<file path="src/rtl/chien_search_sched.sv">
// Chien root search sequencer for a T-error BCH locator over GF(2^13).
// Optional CHIEN_EARLY_STOP_EN ends the search once every expected root has been found.

module chien_lane #(
    parameter int I = 0
) (
    input  logic [12:0] a,
    output logic [12:0] y
);
    // Constant multiply by alpha^I: I shifts modulo x^13+x^4+x^3+x+1.
    function automatic logic [12:0] mul_alpha_pow(input logic [12:0] v, input int n);
        logic [12:0] r;
        r = v;
        for (int k = 0; k < n; k++)
            r = {r[11:0], 1'b0} ^ (r[12] ? 13'h001B : 13'h0000);
        return r;
    endfunction

    assign y = mul_alpha_pow(a, I);
endmodule

module chien_search_sched #(
    parameter  int T  = 4,
    parameter  int N  = 8191,
    localparam int CW = $clog2(T + 1) + 1
) (
    input  logic                clk,
    input  logic                rst,
    input  logic                start,
    input  logic [13*(T+1)-1:0] lambda_in,
    output logic                busy,
    output logic                out_valid,
    input  logic                out_ready,
    output logic [12:0]         err_pos,
    output logic                done,
    output logic                fail,
    output logic [CW-1:0]       err_cnt
);
    typedef enum logic [2:0] {S_IDLE, S_LOAD, S_SEARCH, S_DRAIN, S_FIN} state_t;

    state_t             state_q, state_d;
    logic [T:0][12:0]   lane_q, lane_d, lane_nxt;
    logic [12:0]        j_q, j_d;
    logic [12:0]        pos_q, pos_d;
    logic [CW-1:0]      deg_q, deg_d, deg_c;
    logic [CW-1:0]      cnt_q, cnt_d;
    logic               ov_q, ov_d;
    logic               fail_q, fail_d;
    logic [12:0]        sum;
    logic               slot_free;

    for (genvar g = 0; g <= T; g++) begin : g_lane
        chien_lane #(.I(g)) u_lane (.a(lane_q[g]), .y(lane_nxt[g]));
    end

    always_comb begin
        sum   = '0;
        deg_c = '0;
        for (int i = 0; i <= T; i++) sum = sum ^ lane_q[i];
        for (int i = 1; i <= T; i++)
            if (lane_q[i] != '0) deg_c = CW'(i);
    end

    assign slot_free = !ov_q || out_ready;

    always_comb begin
        state_d = state_q;
        lane_d  = lane_q;
        j_d     = j_q;
        pos_d   = pos_q;
        deg_d   = deg_q;
        cnt_d   = cnt_q;
        fail_d  = fail_q;
        ov_d    = ov_q && !out_ready;
        case (state_q)
            S_IDLE: if (start) begin
                state_d = S_LOAD;
                lane_d  = lambda_in;
                cnt_d   = '0;
                fail_d  = 1'b0;
            end
            S_LOAD: begin
                deg_d = deg_c;
                j_d   = '0;
                cnt_d = '0;
                // Zero constant term cannot be a valid locator: skip the search.
                if (lane_q[0] == '0) begin
                    fail_d  = 1'b1;
                    state_d = S_FIN;
                end
`ifdef CHIEN_EARLY_STOP_EN
                else if (deg_c == '0) state_d = S_DRAIN;
`endif
                else state_d = S_SEARCH;
            end
            S_SEARCH: if (slot_free) begin
                lane_d = lane_nxt;
                j_d    = j_q + 13'd1;
                if (sum == '0) begin
                    pos_d = (j_q == '0) ? 13'd0 : 13'd8191 - j_q;
                    ov_d  = 1'b1;
                    if (cnt_q != '1) cnt_d = cnt_q + 1'b1;
                end
                if (j_q == 13'(N - 1)) state_d = S_DRAIN;
`ifdef CHIEN_EARLY_STOP_EN
                else if (sum == '0 && deg_q != '0 && cnt_d == deg_q) state_d = S_DRAIN;
`endif
            end
            S_DRAIN: if (slot_free) begin
                state_d = S_FIN;
                fail_d  = (cnt_q != deg_q);
            end
            S_FIN:   state_d = S_IDLE;
            default: state_d = S_IDLE;
        endcase
    end

    always_ff @(posedge clk) begin
        if (rst) begin
            state_q <= S_IDLE;
            lane_q  <= '0;
            j_q     <= '0;
            pos_q   <= '0;
            deg_q   <= '0;
            cnt_q   <= '0;
            ov_q    <= 1'b0;
            fail_q  <= 1'b0;
        end else begin
            state_q <= state_d;
            lane_q  <= lane_d;
            j_q     <= j_d;
            pos_q   <= pos_d;
            deg_q   <= deg_d;
            cnt_q   <= cnt_d;
            ov_q    <= ov_d;
            fail_q  <= fail_d;
        end
    end

    assign busy      = (state_q != S_IDLE);
    assign done      = (state_q == S_FIN);
    assign out_valid = ov_q;
    assign err_pos   = pos_q;
    assign err_cnt   = cnt_q;
    assign fail      = fail_q;
endmodule

</file>
<file path="config.mk">
export PLATFORM = sky130hd
export DESIGN_NAME = chien_search_sched
export DESIGN_NICKNAME = d
export VERILOG_FILES = /design/src/rtl/chien_search_sched.sv
export SDC_FILE = /design/constraint.sdc
export NUM_CORES = 1
export LEC_CHECK = 0
export ABC_AREA = 0
export ABC_CLOCK_PERIOD_IN_PS = 2200
export CORE_MARGIN = 1
export CORE_UTILIZATION = 45
export DETAILED_ROUTE_END_ITERATION = 7
export HOLD_SLACK_MARGIN = 0.03
export PLACE_DENSITY = 0.72
export SYNTH_ARGS = -nofsm -noshare
export SYNTH_HDL_FRONTEND = slang
export SYNTH_SLANG_ARGS = --single-unit
</file>
<file path="constraint.sdc">
create_clock -name clk -period 2.2 [get_ports clk]
set_input_delay 0.22 -clock clk [delete_from_list [all_inputs] [get_ports clk]]
set_output_delay 0.22 -clock clk [all_outputs]
set_load 0.02 [all_outputs]
</file>
# --- Yosys cells after proc, flatten, opt, wreduce, memory -nomap -nowiden ---
# Index checks and enable logic that the tools add are counted.
totals:
  reg_bits: 104
  in_bits: 69
  output_inout_bits: 21
classes:
  add_sub_neg: 3
  n_eq_ne: 14
  muxes: 38
  bitwise: 15
  n_reduce_logical: 24
ops:
  columns: ["cell", "count"]
  rows:
  - ["XOR 13 bit", 14]
  - ["two-way mux 65 bit", 2]
  - ["case mux 65 bit (2 select lines)", 1]
  - ["nonzero test 13 bit", 4]
  - ["two-way mux 5 bit", 10]
  - ["zero test 13 bit", 3]
  - ["two-way mux 13 bit", 2]
  - ["case mux 13 bit (2 select lines)", 1]
  - ["two-way mux 4 bit", 6]
  - ["two-way mux 3 bit", 5]
  - ["inequality test 2 bit, second input constant", 7]
  - ["adder 13 x 1 -> 13 bit, second input constant", 1]
  - ["== test 13 bit, second input constant", 1]
  - ["subtractor 13 bit, first input constant", 1]
  - ["case mux 3 bit (4 select lines)", 1]
  - ["case mux 4 bit (3 select lines)", 1]
  - ["AND reduction 3 bit", 3]
  - ["nonzero test 3 bit", 3]
  - ["AND reduction 4 bit", 2]
  - ["two-way mux 1 bit", 7]
  - ["== test 3 x 2 -> 1 bit, second input constant", 2]
  - ["AND reduction 5 bit", 1]
  - ["adder 4 x 1 -> 4 bit, second input constant", 1]
  - ["inequality test 4 bit", 1]
  - ["other kinds (12)", 14]

# --- Longest topological paths before layout ---
# Gate-level depths: netlist of run 1.
depth:
  word_depth: 10
  mapped_depth: 9
  ltp_nobuf: 6

# --- Hierarchy ---
# Synthesis of run 1 repeated with hierarchy kept, for this count alone.
unflattened:
  cells_unflattened: 716
  hier_area_um2: 5964.5
modules_own_cells:
  columns: ["mod", "n_inst", "cells_per_inst", "area_per_inst_um2", "seq_area_each_um2"]
  rows:
  - ["chien_search_sched", 1, 649, 5372.7, 2062.0]
  - ["chien_lane at g_lane[3].u_lane", 1, 13, 150.1, 0.0]
  - ["chien_lane at g_lane[4].u_lane", 1, 15, 123.9, 0.0]
  - ["chien_lane at g_lane[2].u_lane", 1, 13, 118.9, 0.0]
  - ["chien_lane at g_lane[1].u_lane", 1, 13, 101.3, 0.0]
  - ["chien_lane at g_lane[0].u_lane", 1, 13, 97.6, 0.0]

# --- Worst setup path after synthesis of run 1 ---
# OpenSTA, ideal clock, no wires.
synth_path:
  kind: "reg-to-reg"
  start: "reg lane_q[50] (netlist name)"
  end: "reg cnt_q[0] (netlist: err_cnt[0])"
  setup_time_ns: 0.115
  arrival_ns: 1.968
  path_slack_ns: 0.117
  stages_incl_launch_ff: 7
  n_path_buf: 0
  period_less_slack_ns: 2.083
  path_cell_list: "dfxtp_1 -> xnor3_1 -> xnor2_1 -> nor4_2 -> nand4_1 -> o31a_1 -> o21a_1"
synth_between:
  elab_chain_len: 5
synth_rtl:
  columns: ["item", "line", "source"]
  rows:
  - ["start: declaration", "42", "logic [T:0][12:0] lane_q, lane_d, lane_nxt;"]
  - ["start signal: assignment", "130", "lane_q <= lane_d;"]
  - ["XOR 13 bit (2 in series)", "59", "for (int i = 0; i <= T; i++) sum = sum ^ lane_q[i];"]
  - ["zero test 13 bit", "99", "if (sum == '0) begin"]
  - ["inequality test 2 bit (no source line)", null, null]
  - ["AND reduction 5 bit (no source line)", null, null]
  - ["end signal: assignment", "134", "cnt_q <= cnt_d;"]
  - ["end: declaration", "46", "logic [CW-1:0] cnt_q, cnt_d;"]
# Every way passes these cells.
# A chain may end at the register's enable or synchronous reset.

# --- Final worst setup path of run 1 ---
layout_path:
  start: "reg state_q[2]"
  end: "out done"
layout_between:
  elab_chain_len: 1
layout_rtl:
  columns: ["item", "line", "source"]
  rows:
  - ["start: declaration", "41", "state_t state_q, state_d;"]
  - ["start signal: assignment", "129", "state_q <= state_d;"]
  - ["== test 3 bit", "141", "assign done = (state_q == S_FIN);"]
  - ["end: declaration", "35", "output logic done,"]
# Every way passes these cells.

==> implementation parameters, run 1 <==
Parameter                              Value

Routing
  Routed wire length    between 15,000 and 20,000 µm
  Violation count after the first detailed-routing iteration    about 320
  Post-route DRC violation count    0
  Detail-routed via count per cell    5.63
  Via Count    5,186
  Total iterations of the first detailed-routing run    5
  Antenna Nets Post-Route    0
  Wire length per cell after detailed routing    17.0 µm

Global route
  Via count of the first global-routing pass    approximately 5,000
  Antenna violations before repair    0
  Global-route wire length before repair    between 20,000 and 30,000 µm
  Overall global routing resource usage    0.249
  Pin count of the biggest net entering global routing    72
  Overflow left after global routing    0

Yosys
  Xor and xnor fraction of the mapped netlist area    0.154
  Post-synthesis simple-gate area fraction    0.242
  Share of the synthesized area in the top cell type    0.371
  Number of flops mapped to enable cells by yosys    0
  Post-Syn Instances    about 680
  Sequential element share of the synthesized area    0.371
  Number of distinct library cells after synthesis    between 50 and 60
  Synthesized Nets    about 750
  Main combinational cell family by area after synthesis    simple AND/OR/NAND/NOR gates
  Post-Synthesis Mean Instance Area    approximately 8.2 µm²
  Cells taking the most area after synthesis    sky130_fd_sc_hd__dfxtp_1 (37%), sky130_fd_sc_hd__nand2_1 (9.2%), sky130_fd_sc_hd__xnor2_1 (6.9%)
  Cell Area, Synth    approximately 5600 µm²
  Number of warning messages in the yosys log    0
  Number of storage elements in the synthesis netlist    between 100 and 150
  Multiplexer area fraction after synthesis    0.00202
  Share of synthesized cell area in full adder, half adder and majority cells    0.0135
  Fraction of registers with async set or reset after synthesis    0
  Largest area contributor in the netlist    sky130_fd_sc_hd__dfxtp_1
  Compound-cell area share of the yosys netlist    0.166
  Most frequently used flop master after synthesis    sky130_fd_sc_hd__dfxtp_1

Cells and area
  Number of non-filler instances in the completed layout    a little over 900
  Count of nets after finishing    between 800 and 900
  Antenna Diode Count    0
  Area growth, synth to finish    29.3%
  Number of fillers in the final layout    around 1,000
  Most common cell after layout, fill and taps aside    sky130_fd_sc_hd__nand2_1
  Finished Cell Area    7190 µm²
  Multi-input gate area    3290 µm²
  Area used by sequential logic in the layout    2060 µm²
  Top library cells by usage in the layout, fill and taps aside    sky130_fd_sc_hd__nand2_1 (136), sky130_fd_sc_hd__dfxtp_1 (102), sky130_fd_sc_hd__clkdlybuf4s50_1 (88)
  Share of cells above drive strength 1    0.107

Die
  Full die area    12,800 µm²
  Height of the die    around 110 µm
  Width of the die    about 110 µm
  Placement Rows    40
  Initial Util    0.463
  Area inside the core boundary    12,000 µm²
  Top-Level Pins    90

Placed design
  Final RePlAce weighted congestion    ~0.9
  Number of port buffers    89
  HPWL Detailed    between 10,000 and 15,000 µm
  Placement Cell Area    6760 µm²
  Total placed cells including tap cells    around 900

Setup path
  Reg-to-reg setup timing slack    0 ns
  Endpoint of the worst-slack reg-to-reg timing path    err_pos[12]
  Data arrival at the endpoint of the critical path    1.99 ns
  CP endpoint    done
  Capturing element type of the critical path    output pin
  Type of the worst setup path    flip-flop to output pin
  CP Max Fanout    9
  Startpoint of the lowest-slack register-to-register path    lane_q[38]
  Launch point of the critical path    state_q[2]
  Required time reported for the critical path endpoint    a little under 2 ns
  FF-to-FF path depth    6
  Startpoint types    flip-flop

STA
  Setup repair after global routing missed its margin    yes
  Final setup violating endpoints    1
  Worst-case clock skew    a little over 0.009 ns
  Max-slew violations    0
  Number of endpoints with negative hold slack in the final report    0
  Final cycle utilization of the critical path    1.01
  Worst slew slack as a fraction of its limit    0.639
  Transition time at the pin with the least slew margin    about 0.54 ns
  Setup slack of the critical path after layout    -0.0144 ns
  Min Clock Period, post-route    around 2.2 ns
  Worst Hold Margin    slightly below 0.4 ns
  Max Clk Rate    ~450 MHz

Pwr
  Net switching share of the total power    0.366
  Share of total power in the clock network    0.233
  PnR Total Power    roughly 7.8 mW
  Part of the power in registers    0.331
  Net load switching power    about 2.8 mW
  Combinational cell fraction of total power    0.436
  PwrDens    1080 nW/µm²
  P_leak    2.69 nW
  Worst vdd rail ir drop    0.000633 V
  Internal power    just under 5 mW

Clocking
  Maximum root-to-sink buffer count    2
  TritonCTS clock tree    done
  Clk Latency, worst-skew pair    between 0.3 and 0.4 ns
  Number of levels the H-tree was split into    3
  Clock sink count    ~100
  Buffer type at the clock tree root    sky130_fd_sc_hd__clkbuf_16
  Clock edge transition at the registers on the reported setup and hold paths    ~0.06 ns
  CTS Buf Count    9
  Hold-fix buffer count after cts    0

Outcome
  Outcome    finished with violations
  Violated checks    setup timing

Run
  Max-capacitance violation count    0

Min path
  Type of the most critical hold path    primary input to flip-flop
-- worst min-delay path by stage --
| stage | slack (ns) | to | cells past startpoint | from |
|---|---|---|---|---|
| final | 0.40 | lane_q[45] | 2 | rst |
| after global routing | 0.40 | lane_q[45] | 2 | rst |
| after CTS | 0.38 | lane_q[45] | 2 | rst |
| after detailed placement | 0.48 | lane_q[0] | 2 | lane_q[0] |
| after global placement | 0.46 | lane_q[0] | 2 | lane_q[0] |
| after floorplan | 0.36 | lane_q[0] | 2 | lambda_in[0] |
-- sequential cells by signal, summed over array words and instances, names as in the netlist --
| register | count |
|---|---|
| lane_q | 65 |
| err_pos | 13 |
| j_q | 13 |
| err_cnt | 4 |
| deg_q | 3 |
| state_q | 3 |
| fail | 1 |
| out_valid | 1 |
-- power by group through the flow --
stage                     clock network [mW]  logic (mW)  registers, mW
after floorplan                            0        2.39           2.50
after global placement                     0        3.25           2.59
after detailed placement                   0        3.32           2.61
after CTS                               1.82        3.35           2.57
after global routing                    1.91        3.69           2.62
final                                   1.81        3.39           2.57
-- Yosys cell counts (2+ instances only) --
library cell               number
sky130_fd_sc_hd__o211ai_1      12
sky130_fd_sc_hd__a211oi_1       2
sky130_fd_sc_hd__ha_1           6
sky130_fd_sc_hd__nor2b_1       14
sky130_fd_sc_hd__and3_1         2
sky130_fd_sc_hd__clkbuf_1      38
sky130_fd_sc_hd__inv_1         17
sky130_fd_sc_hd__a21oi_1       31
sky130_fd_sc_hd__nor3_1        14
sky130_fd_sc_hd__xnor3_1       12
sky130_fd_sc_hd__buf_2          6
sky130_fd_sc_hd__a31oi_1        3
sky130_fd_sc_hd__and4b_1        3
sky130_fd_sc_hd__o31a_1         2
sky130_fd_sc_hd__o22ai_1        2
sky130_fd_sc_hd__nand2_1      137
sky130_fd_sc_hd__or2_2          2
sky130_fd_sc_hd__nor4_1        12
sky130_fd_sc_hd__nand3_1       11
sky130_fd_sc_hd__and4_1         3
sky130_fd_sc_hd__xor2_1        20
sky130_fd_sc_hd__dfxtp_1      103
sky130_fd_sc_hd__nor2_1        69
sky130_fd_sc_hd__nand4_1        6
sky130_fd_sc_hd__o31ai_1       13
sky130_fd_sc_hd__a311oi_1      40
sky130_fd_sc_hd__nand2b_1       3
sky130_fd_sc_hd__buf_6          2
sky130_fd_sc_hd__xnor2_1       44
sky130_fd_sc_hd__nor4b_1        4
sky130_fd_sc_hd__o21ai_0       16
sky130_fd_sc_hd__nor4_2         2
sky130_fd_sc_hd__buf_1          3
-- layer usage --
layer / track usage / wire [µm] / vias to the layer above
met2: 0.416 / 7270 / 195
met5: 0 / 0 / -
met1: 0.330 / 7040 / 2418
met4: 0.0895 / 385 / 0
met3: 0.0343 / 969 / 29
li1: - / - / 2544
-- layout make-up --
| cell class | count | share of cell area |
|---|---|---|
| Multi-Input combinational cell | 507 | 0.457 |
| Sequential cell | 103 | 0.287 |
| Timing Repair Buffer | 133 | 0.175 |
| Clock buffer | 9 | 0.0313 |
| Tap cell | 147 | 0.0256 |
| Clock inverter | 5 | 0.0148 |
| Inverter | 17 | 0.00887 |
-- critical path, stage by stage, from the launching register on --
cell and delay (ns):
sky130_fd_sc_hd__dfxtp_1 0.59, sky130_fd_sc_hd__nor3b_1 0.38, sky130_fd_sc_hd__clkdlybuf4s50_1 0.68
-- metrics by stage --
stage	utilization	setup TNS, ns	setup slack (ns)
6_report	0.599	-0.0144	-0.0144
3_3_place_gp	0.563	0	0.0346
5_1_grt	0.599	-0.781	-0.0764
3_5_place_dp	0.563	-0.599	-0.0662
4_1_cts	0.591	0	0.00383
2_1_floorplan	-	0	0.117
-- kinds of logic (layout without fill, tap and decap cells) --
family / Yosys count / after routing
simple gates: 291 / 292
flops: 103 / 103
fa+ha+maj: 6 / 6
mux: 1 / 1
compound gates: 131 / 131
xor+xnor: 77 / 77
buf+inv: 69 / 164
-- repair_timing --
item                       CTS  global route
resized for setup            4            24
cloned                       0             2
setup buffers                0             1
setup endpoints to repair   15            17
pin swaps                    0            17
No activity file was read; power rests on OpenSTA's default activity.
==> run 2, diff against run 1 <==
--- a/config.mk
+++ b/config.mk
@@ -10,7 +10,6 @@
 export CORE_MARGIN = 1
 export CORE_UTILIZATION = 45
 export DETAILED_ROUTE_END_ITERATION = 7
-export HOLD_SLACK_MARGIN = 0.03
 export PLACE_DENSITY = 0.72
 export SYNTH_ARGS = -nofsm -noshare
 export SYNTH_HDL_FRONTEND = slang
==> results of run 2 <==
The final DEF is identical to that of run 1; final timing and power are the same.
==> run 3, diff against run 2 <==
--- a/config.mk
+++ b/config.mk
@@ -10,7 +10,7 @@
 export CORE_MARGIN = 1
 export CORE_UTILIZATION = 45
 export DETAILED_ROUTE_END_ITERATION = 7
-export PLACE_DENSITY = 0.72
+export PLACE_DENSITY = 0.73
 export SYNTH_ARGS = -nofsm -noshare
 export SYNTH_HDL_FRONTEND = slang
 export SYNTH_SLANG_ARGS = --single-unit
==> implementation parameters, run 3 (synthesis gave the netlist of run 1 again) <==
Parameter                              Value

Outcome
  Outcome    finished, final reports clean

Die
  Full die area    12,800 µm²
  Top-Level Pins    90
  Width of the die    113 µm
  Placement Rows    40
  Initial Util    0.463
  Height of the die    ~110 µm
  Area inside the core boundary    between 10,000 and 15,000 µm²

Global route
  Via count of the first global-routing pass    roughly 5,000
  Antenna violations before repair    0
  Global-route wire length before repair    25,500 µm
  Overall global routing resource usage    0.252
  Pin count of the biggest net entering global routing    57
  Overflow left after global routing    0

Cells and area
  Share of cells above drive strength 1    0.116
  Flip-flop count of the largest register after layout    between 60 and 70
  Area growth, synth to finish    28.5%
  Number of fillers in the final layout    between 1,000 and 1,500
  Register containing the most flip-flops in the final layout    lane_q
  Finished Cell Area    between 7000 and 8000 µm²
  Antenna Diode Count    0
  Count of nets after finishing    around 850
  Top library cells by usage in the layout, fill and taps aside    sky130_fd_sc_hd__nand2_1 (136), sky130_fd_sc_hd__dfxtp_1 (94), sky130_fd_sc_hd__clkdlybuf4s50_1 (88)
  Most common cell after layout, fill and taps aside    sky130_fd_sc_hd__nand2_1

Routing
  Wire length per cell after detailed routing    ~17 µm
  Routed wire length    15,400 µm
  Total iterations of the first detailed-routing run    4
  Detail-routed via count per cell    approximately 5.6
  Antenna Nets Post-Route    0
  Violation count after the first detailed-routing iteration    between 200 and 300
  Post-route DRC violation count    0
  Via Count    5,155

Clocking
  Clock edge transition at the registers on the reported setup and hold paths    ~0.08 ns
  Clock sink count    about 100
  Number of levels the H-tree was split into    3
  TritonCTS clock tree    done
  Buffer type at the clock tree root    sky130_fd_sc_hd__clkbuf_16
  CTS Buf Count    9
  Clk Latency, worst-skew pair    approximately 0.35 ns
  Maximum root-to-sink buffer count    2
  Hold-fix buffer count after cts    0

Placed design
  Placement Cell Area    a little under 7000 µm²
  Final RePlAce weighted congestion    about 0.9
  Number of port buffers    89
  HPWL Detailed    11,300 µm
  Worst Setup Slack post-DPL    -0.0621 ns

Setup path
  Capturing element type of the critical path    flip-flop
  Type of the worst setup path    flip-flop to flip-flop
  FF-to-FF path depth    7
  Reg-to-reg setup timing slack    between 0.03 and 0.04 ns
  Startpoint types    flip-flop
  Data arrival at the endpoint of the critical path    around 2.4 ns
  Endpoint of the worst-slack reg-to-reg timing path    err_cnt[0]
  CP Max Fanout    5
  Required time reported for the critical path endpoint    ~2.4 ns
  Startpoint of the lowest-slack register-to-register path    lane_q[38]

STA
  Max Clk Rate    roughly 460 MHz
  Final cycle utilization of the critical path    0.982
  Number of endpoints with negative hold slack in the final report    0
  Transition time at the pin with the least slew margin    about 0.7 ns
  Worst Hold Margin    0.410 ns
  Final setup violating endpoints    0
  Setup_tns    0 ns
  Setup repair after global routing missed its margin    yes
  Worst slew slack as a fraction of its limit    0.532
  Min Clock Period, post-route    2.16 ns
  Max-slew violations    0
  Worst-case clock skew    between 0.008 and 0.009 ns
  Setup slack of the critical path after layout    0.0391 ns

Pwr
  P_leak    roughly 2.7 nW
  Worst vdd rail ir drop    about 0.00047 V
  PwrDens    1060 nW/µm²
  PnR Total Power    roughly 7.6 mW

Min path
  Hold-critical path depth    4
  Hold path endpoint    err_pos[3]
  Hold_sp    rst
  Type of the most critical hold path    primary input to flip-flop

Run
  Max-capacitance violation count    0
run 3: changes by cell type in the layout (fill, tap and decap cells not counted), sizes merged:
cell / before / now
clkinvlp: 1 / 0
bufinv: 3 / 1
clkinv: 0 / 3
buf: 45 / 47
inv: 18 / 20
run 3: how the worst max path moves through the flow:
stage,startpoint,to,cells after the start
2_1_floorplan,lane_q[50],err_cnt[0],6
3_3_place_gp,out_ready,lane_q[53],6
3_5_place_dp,lane_q[14],err_pos[10],6
4_1_cts,lane_q[33],err_pos[10],6
5_1_grt,lane_q[3],err_cnt[0],7
6_report,lane_q[38],err_cnt[0],7
run 3: cell type report:
class	count	area, µm²	share of cell area
multi-input combinational	507	3250	0.454
sequential	103	2070	0.290
timing repair buffer	135	1270	0.178
clock buffer	9	225	0.0315
tap	147	184	0.0257
clock inverter	7	78.8	0.0110
inverter	17	63.8	0.00893
run 3: worst max-delay path, stage by stage, from the launching register on:
cell and delay [ns]:
sky130_fd_sc_hd__dfxtp_2 0.33, sky130_fd_sc_hd__xnor3_1 0.42, sky130_fd_sc_hd__xnor2_1 0.16, sky130_fd_sc_hd__nor4_2 0.35
sky130_fd_sc_hd__nand4_1 0.16, sky130_fd_sc_hd__buf_6 0.16, sky130_fd_sc_hd__o31a_1 0.29, sky130_fd_sc_hd__o21a_1 0.19
run 3: report_power, final:
group	switching (mW)	total, mW	internal [mW]
Combinational	1.72	3.34	1.62
Sequential	0.379	2.59	2.21
Clock	0.753	1.65	0.897
Total	2.85	7.58	4.73
run 3: metrics by stage:
stage / instances / utilization
2_1_floorplan: 678 / -
3_3_place_gp: 904 / 0.563
3_5_place_dp: 904 / 0.563
4_1_cts: 922 / 0.590
5_1_grt: 925 / 0.595
6_report: 925 / 0.595
run 3: repair_timing:
item / in CTS / in global routing
pin swaps: 1 / 6
cloned: 1 / 1
gates resized for setup: 3 / 22
setup buffers: 1 / 2
endpoints found under the setup margin: 14 / 22
run 3: routing by layer:
| layer | up-vias | part of all wire | track usage |
|---|---|---|---|
| met3 | 24 | 0.057 | 0.0380 |
| met5 | - | 0 | 0 |
| met2 | 184 | 0.46 | 0.405 |
| met1 | 2392 | 0.46 | 0.337 |
| met4 | 0 | 0.022 | 0.108 |
| li1 | 2555 | - | - |
